<file path="src/rtl/button_pkg.sv">
// Shared definitions for the push-button front end: channel indices,
// per-channel state encoding and default timing.
package button_pkg;

  localparam int BTN_L = 0;
  localparam int BTN_R = 1;
  localparam int BTN_U = 2;
  localparam int BTN_D = 3;
  localparam int BTN_C = 4;

  localparam int NBTN_DEF       = BTN_C + 1;
  localparam int DB_CYCLES_DEF  = 1_000_000;   // 10 ms at 100 MHz
  localparam int RPT_DELAY_DEF  = 50_000_000;
  localparam int RPT_PERIOD_DEF = 10_000_000;

  typedef enum logic [1:0] {
    ST_IDLE         = 2'd0,
    ST_PRESS_WAIT   = 2'd1,
    ST_HELD         = 2'd2,
    ST_RELEASE_WAIT = 2'd3
  } btn_state_t;

  function automatic int cnt_width(input int n);
    return (n > 1) ? $clog2(n) : 1;
  endfunction

  function automatic int max_int(input int a, input int b);
    return (a > b) ? a : b;
  endfunction

endpackage

</file>
<file path="src/rtl/button_conditioner_if.sv">
// Pad-to-core button bundle: raw pad levels in, conditioned level/pulses out.
interface button_conditioner_if
  import button_pkg::*;
#(
  parameter int NBTN = NBTN_DEF
);
  logic [NBTN-1:0] raw;
  logic [NBTN-1:0] level;
  logic [NBTN-1:0] down;
  logic [NBTN-1:0] up;
  logic [NBTN-1:0] rpt;

  modport master (output raw, input level, down, up, rpt);
  modport slave  (input raw, output level, down, up, rpt);
endinterface

</file>
<file path="src/rtl/button_conditioner_debounce_channel.sv">
// One button channel: 2-flop synchroniser, debounce FSM with stable-time
// counter, and hold-time counter producing auto-repeat pulses.
module debounce_channel
  import button_pkg::*;
#(
  parameter int DB_CYCLES  = DB_CYCLES_DEF,
  parameter int RPT_DELAY  = RPT_DELAY_DEF,
  parameter int RPT_PERIOD = RPT_PERIOD_DEF
) (
  input  logic clk,
  input  logic rst,
  input  logic i_raw,
  output logic o_level,
  output logic o_down,
  output logic o_up,
  output logic o_rpt
);

  localparam int CW = cnt_width(DB_CYCLES);
  localparam int RW = cnt_width(max_int(RPT_DELAY, RPT_PERIOD));
  localparam logic [CW-1:0] DB_LAST  = CW'(DB_CYCLES - 1);
  localparam logic [RW-1:0] RD_LAST  = RW'(RPT_DELAY - 1);
  localparam logic [RW-1:0] RP_LAST  = RW'(RPT_PERIOD - 1);
  localparam logic [CW-1:0] CNT_ZERO = {CW{1'b0}};
  localparam logic [RW-1:0] RCNT_ZERO = {RW{1'b0}};

  logic          r_sync1, r_sync2;
  btn_state_t    r_state, w_state_nxt;
  logic [CW-1:0] r_cnt, w_cnt_nxt;
  logic [RW-1:0] r_rcnt, w_rcnt_nxt;
  logic          r_first, w_first_nxt;
  logic          r_level, w_level_nxt;
  logic          r_down, w_down_nxt;
  logic          r_up, w_up_nxt;
  logic          r_rpt, w_rpt_nxt;
  logic          w_s;
  logic [RW-1:0] w_rpt_last;

  assign w_s        = r_sync2;
  assign w_rpt_last = r_first ? RD_LAST : RP_LAST;

  // Pad synchroniser; the raw pad is asynchronous to clk.
  always_ff @(posedge clk) begin
    if (rst) begin
      r_sync1 <= 1'b0;
      r_sync2 <= 1'b0;
    end else begin
      r_sync1 <= i_raw;
      r_sync2 <= r_sync1;
    end
  end

  // State, counters and registered outputs.
  always_ff @(posedge clk) begin
    if (rst) begin
      r_state <= ST_IDLE;
      r_cnt   <= CNT_ZERO;
      r_rcnt  <= RCNT_ZERO;
      r_first <= 1'b0;
      r_level <= 1'b0;
      r_down  <= 1'b0;
      r_up    <= 1'b0;
      r_rpt   <= 1'b0;
    end else begin
      r_state <= w_state_nxt;
      r_cnt   <= w_cnt_nxt;
      r_rcnt  <= w_rcnt_nxt;
      r_first <= w_first_nxt;
      r_level <= w_level_nxt;
      r_down  <= w_down_nxt;
      r_up    <= w_up_nxt;
      r_rpt   <= w_rpt_nxt;
    end
  end

  // Next-state logic; pulses default low so each lasts exactly one cycle.
  always_comb begin
    w_state_nxt = r_state;
    w_cnt_nxt   = r_cnt;
    w_rcnt_nxt  = r_rcnt;
    w_first_nxt = r_first;
    w_level_nxt = r_level;
    w_down_nxt  = 1'b0;
    w_up_nxt    = 1'b0;
    w_rpt_nxt   = 1'b0;
    case (r_state)
      ST_IDLE: begin
        if (w_s) begin
          w_state_nxt = ST_PRESS_WAIT;
          w_cnt_nxt   = CNT_ZERO;
        end else begin
          w_state_nxt = ST_IDLE;
        end
      end
      ST_PRESS_WAIT: begin
        if (!w_s) begin
          w_state_nxt = ST_IDLE;
        end else if (r_cnt == DB_LAST) begin
          w_state_nxt = ST_HELD;
          w_level_nxt = 1'b1;
          w_down_nxt  = 1'b1;
          w_rcnt_nxt  = RCNT_ZERO;
          w_first_nxt = 1'b1;
        end else begin
          w_cnt_nxt = r_cnt + CW'(1'b1);
        end
      end
      ST_HELD: begin
        if (!w_s) begin
          w_state_nxt = ST_RELEASE_WAIT;
          w_cnt_nxt   = CNT_ZERO;
        end else if (r_rcnt == w_rpt_last) begin
          w_rpt_nxt   = 1'b1;
          w_rcnt_nxt  = RCNT_ZERO;
          w_first_nxt = 1'b0;
        end else begin
          w_rcnt_nxt = r_rcnt + RW'(1'b1);
        end
      end
      ST_RELEASE_WAIT: begin
        // rcnt is left untouched here so a bounce resumes the repeat timing.
        if (w_s) begin
          w_state_nxt = ST_HELD;
        end else if (r_cnt == DB_LAST) begin
          w_state_nxt = ST_IDLE;
          w_level_nxt = 1'b0;
          w_up_nxt    = 1'b1;
        end else begin
          w_cnt_nxt = r_cnt + CW'(1'b1);
        end
      end
      default: begin
        w_state_nxt = ST_IDLE;
        w_level_nxt = 1'b0;
        w_cnt_nxt   = CNT_ZERO;
        w_rcnt_nxt  = RCNT_ZERO;
        w_first_nxt = 1'b0;
      end
    endcase
  end

  assign o_level = r_level;
  assign o_down  = r_down;
  assign o_up    = r_up;
  assign o_rpt   = r_rpt;

endmodule

</file>
<file path="src/rtl/button_conditioner.sv">
// Five-channel (by default) button front end: one independent debounce
// channel per pad, outputs concatenated onto the core-facing bundle.
module button_conditioner
  import button_pkg::*;
#(
  parameter int NBTN       = NBTN_DEF,
  parameter int DB_CYCLES  = DB_CYCLES_DEF,
  parameter int RPT_DELAY  = RPT_DELAY_DEF,
  parameter int RPT_PERIOD = RPT_PERIOD_DEF
) (
  input logic                 clk,
  input logic                 rst,
  button_conditioner_if.slave bus
);

  logic [NBTN-1:0] w_level;
  logic [NBTN-1:0] w_down;
  logic [NBTN-1:0] w_up;
  logic [NBTN-1:0] w_rpt;

  for (genvar g = 0; g < NBTN; g++) begin : g_chan
    debounce_channel #(
      .DB_CYCLES  (DB_CYCLES),
      .RPT_DELAY  (RPT_DELAY),
      .RPT_PERIOD (RPT_PERIOD)
    ) u_chan (
      .clk     (clk),
      .rst     (rst),
      .i_raw   (bus.raw[g]),
      .o_level (w_level[g]),
      .o_down  (w_down[g]),
      .o_up    (w_up[g]),
      .o_rpt   (w_rpt[g])
    );
  end

  assign bus.level = w_level;
  assign bus.down  = w_down;
  assign bus.up    = w_up;
  assign bus.rpt   = w_rpt;

endmodule

</file>
<file path="src/flat_wrapper.sv">
// flat-port wrapper written by rule: the top's interface ports become plain ports
module button_conditioner_flat import button_pkg::*;
#(
  parameter int NBTN       = NBTN_DEF,
  parameter int DB_CYCLES  = DB_CYCLES_DEF,
  parameter int RPT_DELAY  = RPT_DELAY_DEF,
  parameter int RPT_PERIOD = RPT_PERIOD_DEF
)
  (clk, rst, bus_raw, bus_level, bus_down, bus_up, bus_rpt);
  button_conditioner_if #(.NBTN(NBTN)) bus_i ();
  input logic clk;
  input logic rst;
  input wire logic [$bits(bus_i.raw)-1:0] bus_raw;
  output wire logic [$bits(bus_i.level)-1:0] bus_level;
  output wire logic [$bits(bus_i.down)-1:0] bus_down;
  output wire logic [$bits(bus_i.up)-1:0] bus_up;
  output wire logic [$bits(bus_i.rpt)-1:0] bus_rpt;
  assign bus_i.raw = bus_raw;
  assign bus_level = bus_i.level;
  assign bus_down = bus_i.down;
  assign bus_up = bus_i.up;
  assign bus_rpt = bus_i.rpt;
  button_conditioner #(.NBTN(NBTN), .DB_CYCLES(DB_CYCLES), .RPT_DELAY(RPT_DELAY), .RPT_PERIOD(RPT_PERIOD)) u_core (.clk(clk), .rst(rst), .bus(bus_i));
endmodule
</file>
<file path="config.mk">
export PLATFORM = sky130hd
export DESIGN_NAME = button_conditioner_flat
export DESIGN_NICKNAME = d
export VERILOG_FILES = /design/src/rtl/button_pkg.sv /design/src/rtl/button_conditioner_if.sv /design/src/rtl/button_conditioner_debounce_channel.sv /design/src/rtl/button_conditioner.sv /design/src/flat_wrapper.sv
export SDC_FILE = /design/constraint.sdc
export NUM_CORES = 1
export LEC_CHECK = 0
export ABC_AREA = 0
export CAP_MARGIN = 25
export CORE_ASPECT_RATIO = 1.25
export CORE_MARGIN = 2
export CORE_UTILIZATION = 43
export CTS_BUF_LIST = sky130_fd_sc_hd__clkbuf_2 sky130_fd_sc_hd__clkbuf_4 sky130_fd_sc_hd__clkbuf_8
export DETAILED_ROUTE_END_ITERATION = 7
export GPL_TIMING_DRIVEN = 0
export HOLD_SLACK_MARGIN = 0.12
export PLACE_DENSITY_LB_ADDON = 0.2
export RECOVER_POWER = 100
export SKIP_LAST_GASP = 1
export SYNTH_ARGS = -nofsm -noshare
export SYNTH_HDL_FRONTEND = slang
export SYNTH_HIERARCHICAL = 1
export SYNTH_SLANG_ARGS = --single-unit
</file>
<file path="constraint.sdc">
create_clock -name clk -period 2.4 [get_ports clk]
set_input_delay 0.72 -clock clk [delete_from_list [all_inputs] [get_ports clk]]
set_output_delay 0.72 -clock clk [all_outputs]
set_load 0.1 [all_outputs]
</file>
# Yosys cells after proc, flatten, opt, wreduce, memory -nomap -nowiden
# Index checks and enable logic that the tools add are counted.
[totals]
register_bits = 275
input_bits = 7
output_inout_bits = 20
word_cells = 355
[op_classes]
add_sub_neg = 10
eq_ne = 75
mux = 145
bitwise = 20
reduce_logical = 55
[ops]
columns = ["cell", "n"]
rows = [
  ["2-to-1 mux 26 bit", 25],
  ["2-to-1 mux 20 bit", 25],
  ["case mux 20 bit (4 select lines)", 5],
  ["case mux 26 bit (2 select lines)", 5],
  ["adder 26 x 1 -> 26 bit, second input constant", 5],
  ["equality test 26 bit", 5],
  ["adder 20 x 1 -> 20 bit, second input constant", 5],
  ["equality test 20 bit, second input constant", 5],
  ["!= test 2 bit, second input constant", 40],
  ["2-to-1 mux 2 bit", 25],
  ["AND reduction 5 bit", 10],
  ["2-to-1 mux 1 bit", 45],
  ["OR reduction 3 bit", 15],
  ["case mux 2 bit (4 select lines)", 5],
  ["AND reduction 4 bit", 10],
  ["!= test 3 bit, second input constant", 10],
  ["equality test 2 bit, second input constant", 10],
  ["NOT 1 bit", 20],
  ["case mux 1 bit (2 select lines)", 10],
  ["nonzero test 2 bit", 10],
  ["AND reduction 3 bit", 5],
  ["equality test 2 x 1 -> 1 bit, second input constant", 5],
  ["zero test 2 bit", 5],
]

# Logic depth before layout (Yosys ltp)
[depth]
depth_word = 5
mapped_depth = 8
ltp_nobuf = 7

# Cells and area by module
# The synthesis kept the hierarchy.
[by_module_without_submodules]
columns = ["mod", "instances", "cells_each", "area_per_inst_um2", "seq_area_each_um2"]
rows = [
  ["debounce_channel at u_core.g_chan[2].u_chan ...", 3, 312, 2608.8, 1101.1],
  ["debounce_channel at u_core.g_chan[0].u_chan", 1, 353, 2942.8, 1101.1],
  ["debounce_channel at u_core.g_chan[1].u_chan", 1, 317, 2617.5, 1101.1],
]

# Worst setup path after synthesis
# OpenSTA, ideal clock, no wires.
[synth_timing]
path_type = "register to register"
start = "register u_core.g_chan[1].u_chan.r_cnt[0]"
end = "register u_core.g_chan[1].u_chan.r_rcnt[12]"
setup_time_ns = 0.070
arrival_ns = 2.241
required_ns = 2.330
slack_ns = 0.089
stages_incl_launch_ff = 8
path_buffers = 0
synth_period_minus_slack_ns = 2.311
cell_sequence = "dfxtp_1 -> ha_1 -> nand3_2 -> or4_4 -> o31ai_4 -> nand3_2 -> or4b_1 -> a21oi_1"
[synth_via]
elab_chain_cells = 3
[synth_lines]
columns = ["item", "line_no", "rtl"]
rows = [
  ["from (decl)", "button_conditioner_debounce_channel.sv:29", "logic [CW-1:0] r_cnt, w_cnt_nxt;"],
  ["from (signal assigned)", "button_conditioner_debounce_channel.sv:66", "r_cnt <= w_cnt_nxt;"],
  ["equality test 20 bit", "button_conditioner_debounce_channel.sv:98", "end else if (r_cnt == DB_LAST) begin"],
  ["!= test 2 bit (no line)", "-", ""],
  ["AND reduction 4 bit (no line)", "-", ""],
  ["to (signal assigned)", "button_conditioner_debounce_channel.sv:67", "r_rcnt <= w_rcnt_nxt;"],
  ["to (decl)", "button_conditioner_debounce_channel.sv:30", "logic [RW-1:0] r_rcnt, w_rcnt_nxt;"],
]
# No other way between the ends.
# A chain may end at the register's enable or synchronous reset.

# Worst setup path in the final report
[layout_timing]
start = "register u_core.g_chan[1].u_chan.r_rcnt[16]"
end = "register u_core.g_chan[1].u_chan.r_rcnt[4]"
[layout_via]
elab_chain_cells = 4
[layout_lines]
columns = ["item", "line_no", "rtl"]
rows = [
  ["equality test 26 bit", "button_conditioner_debounce_channel.sv:112", "end else if (r_rcnt == w_rpt_last) begin"],
  ["2-to-1 mux 26 bit", "button_conditioner_debounce_channel.sv:112", ""],
  ["2-to-1 mux 26 bit", "button_conditioner_debounce_channel.sv:109", "if (!w_s) begin"],
  ["case mux 26 bit (2 select lines)", "button_conditioner_debounce_channel.sv:86", "case (r_state)"],
]
# No other way between the ends. The select of a mux whose other input is x is not followed.

==> results.md <==
* Status: completed
* Yosys cell types at 69
* Pwr Total at 9.69 mW
* Initial core utilization at 43.4%
* Num CTS Buffers at 48
* TritonCTS clock tree: done
* P per Cell Area at 620 nW/um^2
* Worst-margin pin slew at 0.703 ns
* Register bit count reported by yosys at 275
* Peak fanout along the critical path at 10
* Post-synth top cells: dfxtp_1 (275), nor2_1 (207), nand2_1 (126)
* Hold-critical path endpoint: u_core/g_chan[2].u_chan/r_sync2
* Worst path arrival time at 2.78 ns
* Tmin final at 2.31 ns
* Crit path launch type: register
* Fin crit share at 96.2%
* Port Buffer Count at 25
* Clock Sinks at 275
* Share of cells above drive strength 1 at 13.5%
* P_leak at 5.24 nW
* Pre-antenna DRT Iters at 7
* Max-Cap Viols at 0
* Slew headroom at 53.0%
* Number of global-route vias before repair at 11.2k
* Initial antenna violation count at 0
* WHS Path Cells at 1
* Worst EP required at 2.87 ns
* Drt via density at 5.54
* Synthesized area per cell at 8.34 um^2
* Final Max Slew Viols at 0
* Root Driver: clkbuf_8
* First-pass GRT wire length at 53100 um
* Most frequent cell after synthesis: dfxtp_1
* Remaining global-route overflow at 0
* GPL Wtd Cong at 0.853
* Hold Startpoint: u_core/g_chan[2].u_chan/r_sync1
* Hold Crit Class: register to register
* Die footprint at 32600 um^2
* H-tree depth at 2
* Post-Syn Nets at 1623
* Clock latency at the later pin of the worst-skew pair at 0.60 ns
* WL per Instance at 14.6 um
* Depth of the most critical reg-to-reg path at 8
* Die height at 201 um
* Placed cells at 2038
* R2R Setup Slk at 0.09 ns
* ANT nets after route at 0
* Post-synth top flop: dfxtp_1
* Remaining DRCs at 0
* Via Count at 11.9k
* DP Wirelength at 21100 um
* R2r startpoint: u_core/g_chan[1].u_chan/r_rcnt[16]
* Top Ports at 27
* Seq/Total Area, Yosys at 41.1%
* Worst IR Drop VDD at 0.572 mV
* Cells after Synth at 1606
* Share of the synthesized area in the top cell type at 41.1%
* Fin area at 15600 um^2
* Setup_tns at 0 ns
* Placement Cell Area at 14100 um^2
* Final core utilization at 50.7%
* Number of enable flip-flop cells after synthesis at 0
* Capturing element type of the critical path: register
* Die width at 162 um
* Largest net degree at the start of global routing at 13
* Post-synthesis cell area at 13400 um^2
* Post-synth ARST share at 0%
* Max Fclk at 433 MHz
* Layout Nets at 1713
* Deepest clock path buffer count at 3
* Total global-route track usage at 18.9%
* Synth top area cells: dfxtp_1 (41%), nor2_1 (5.8%), xor2_1 (5.1%), a21oi_1 (3.9%), nand4_1 (3.7%)
* Syn. warnings at 6
* Clk pin slew, worst setup/hold paths at 0.06 ns
* Final instance count without filler cells at 2142
* Hold_buf cts at 0
* Core Area at 30800 um^2
* Area grow syn2layout at 16.8%
* Leading area contributor after synthesis: dfxtp_1
* CP Class: register to register
* DR iter-0 viols at 539
* R2R Path End: u_core/g_chan[1].u_chan/r_rcnt[4]
* Final setup fails at 0
* Worst Skew at 0.0392 ns
* FP Rows at 72
* Antenna Cells at 0
* Routed WL at 31200 um
* Final hold viol count at 0
* Filler instances at 3006
==> layer usage <==
metal	routed length (um)	share of wire, %	GRT usage [%]	vias to the layer above
met1	13800	44	23.3	5624
met4	767	2.5	6.45	0
met5	0	0	0	-
met2	15400	49	33.1	200
met3	1200	3.8	3.38	60
li1	-	-	-	5981
==> flip-flops by register name (all words and copies together) (netlist names), named ones only <==
name,flops
u_core/g_chan.u_chan/o_down,5
u_core/g_chan.u_chan/o_level,5
u_core/g_chan.u_chan/r_first,5
u_core/g_chan.u_chan/r_state,5
u_core/g_chan.u_chan/r_rcnt,130
u_core/g_chan.u_chan/o_rpt,5
u_core/g_chan.u_chan/o_up,5
u_core/g_chan.u_chan/r_sync1,5
u_core/g_chan.u_chan/r_sync2,5
u_core/g_chan.u_chan/r_cnt,100
==> metrics by stage <==
step	hold slack, ns	worst slack (ns)
global placement	0.416	-0.201
detailed placement	0.426	-0.196
floorplan	0.414	0.0890
finish	0.438	0.0911
CTS	0.440	0.00150
global route	0.458	-0.0397
==> power by group <==
group / internal, mW / switching (mW)
combinational: 0.0791 / 0.213
sequential: 4.59 / 0.0195
clock: 2.80 / 2.00
total: 7.46 / 2.23
==> placed cells by master (no fill, tap or decap), drive strengths merged, types with 47 or more instances in the layout <==
cell and instances:
xor2 78, nor2 207, nand4 83, o21ai 61
xnor2 47, nand3 86, dfxtp 275, clkbuf 113
nand2 126, a21oi 105
==> cells by family (layout without fill, tap and decap cells) <==
| logic type | after synthesis | count (layout) | synth area share, % |
|---|---|---|---|
| flip-flops | 275 | 275 | 41.1 |
| XOR/XNOR | 125 | 125 | 8.18 |
| AND/OR/NAND/NOR | 815 | 815 | 33.1 |
| multiplexers | 9 | 9 | 0.673 |
| AO/OA/AOI/OAI | 265 | 265 | 12.5 |
| adder cells (fa/ha/maj) | 10 | 10 | 0.935 |
| buffers and inverters | 107 | 236 | 3.46 |
==> what timing repair did <==
item	in CTS	in global routing
endpoints found under the setup margin	111	143
gates resized for setup	81	47
buffers inserted	11	5
pin swaps	4	8
==> how the worst max path moves through the flow <==
stage                                          to  slack (ns)                               start
2_1_floorplan  u_core/g_chan[1].u_chan/r_rcnt[12]        0.09    u_core/g_chan[1].u_chan/r_cnt[0]
3_3_place_gp     u_core/g_chan[0].u_chan/r_cnt[0]       -0.20                                 rst
3_5_place_dp    u_core/g_chan[1].u_chan/r_rcnt[6]       -0.20    u_core/g_chan[1].u_chan/r_cnt[0]
4_1_cts         u_core/g_chan[4].u_chan/r_rcnt[1]       0.002  u_core/g_chan[4].u_chan/r_rcnt[12]
5_1_grt        u_core/g_chan[2].u_chan/r_rcnt[24]       -0.04  u_core/g_chan[2].u_chan/r_rcnt[12]
6_report        u_core/g_chan[1].u_chan/r_rcnt[4]        0.09  u_core/g_chan[1].u_chan/r_rcnt[16]
==> critical path, cell delays in order (launching register included) <==
cell	delay [ns]
dfxtp_1	0.36
or4b_2	0.64
nor4_1	0.30
o2111ai_1	0.21
nand2_1	0.18
a21o_1	0.13
buf_4	0.17
buf_6	0.16
nor2_1	0.05
==> cell type report <==
cell class	instances	area, um^2	share of cell area [%]
Clock buffer	68	873	5.59
Timing Repair Buffer	41	412	2.63
Clock inverter	21	211	1.35
Inverter	35	131	0.840
Multi-Input combinational cell	1224	7610	48.7
Buffer	71	363	2.32
Sequential cell	275	5530	35.4
Tap cell	407	509	3.26
Note: power is estimated with default switching activity, not from simulation.
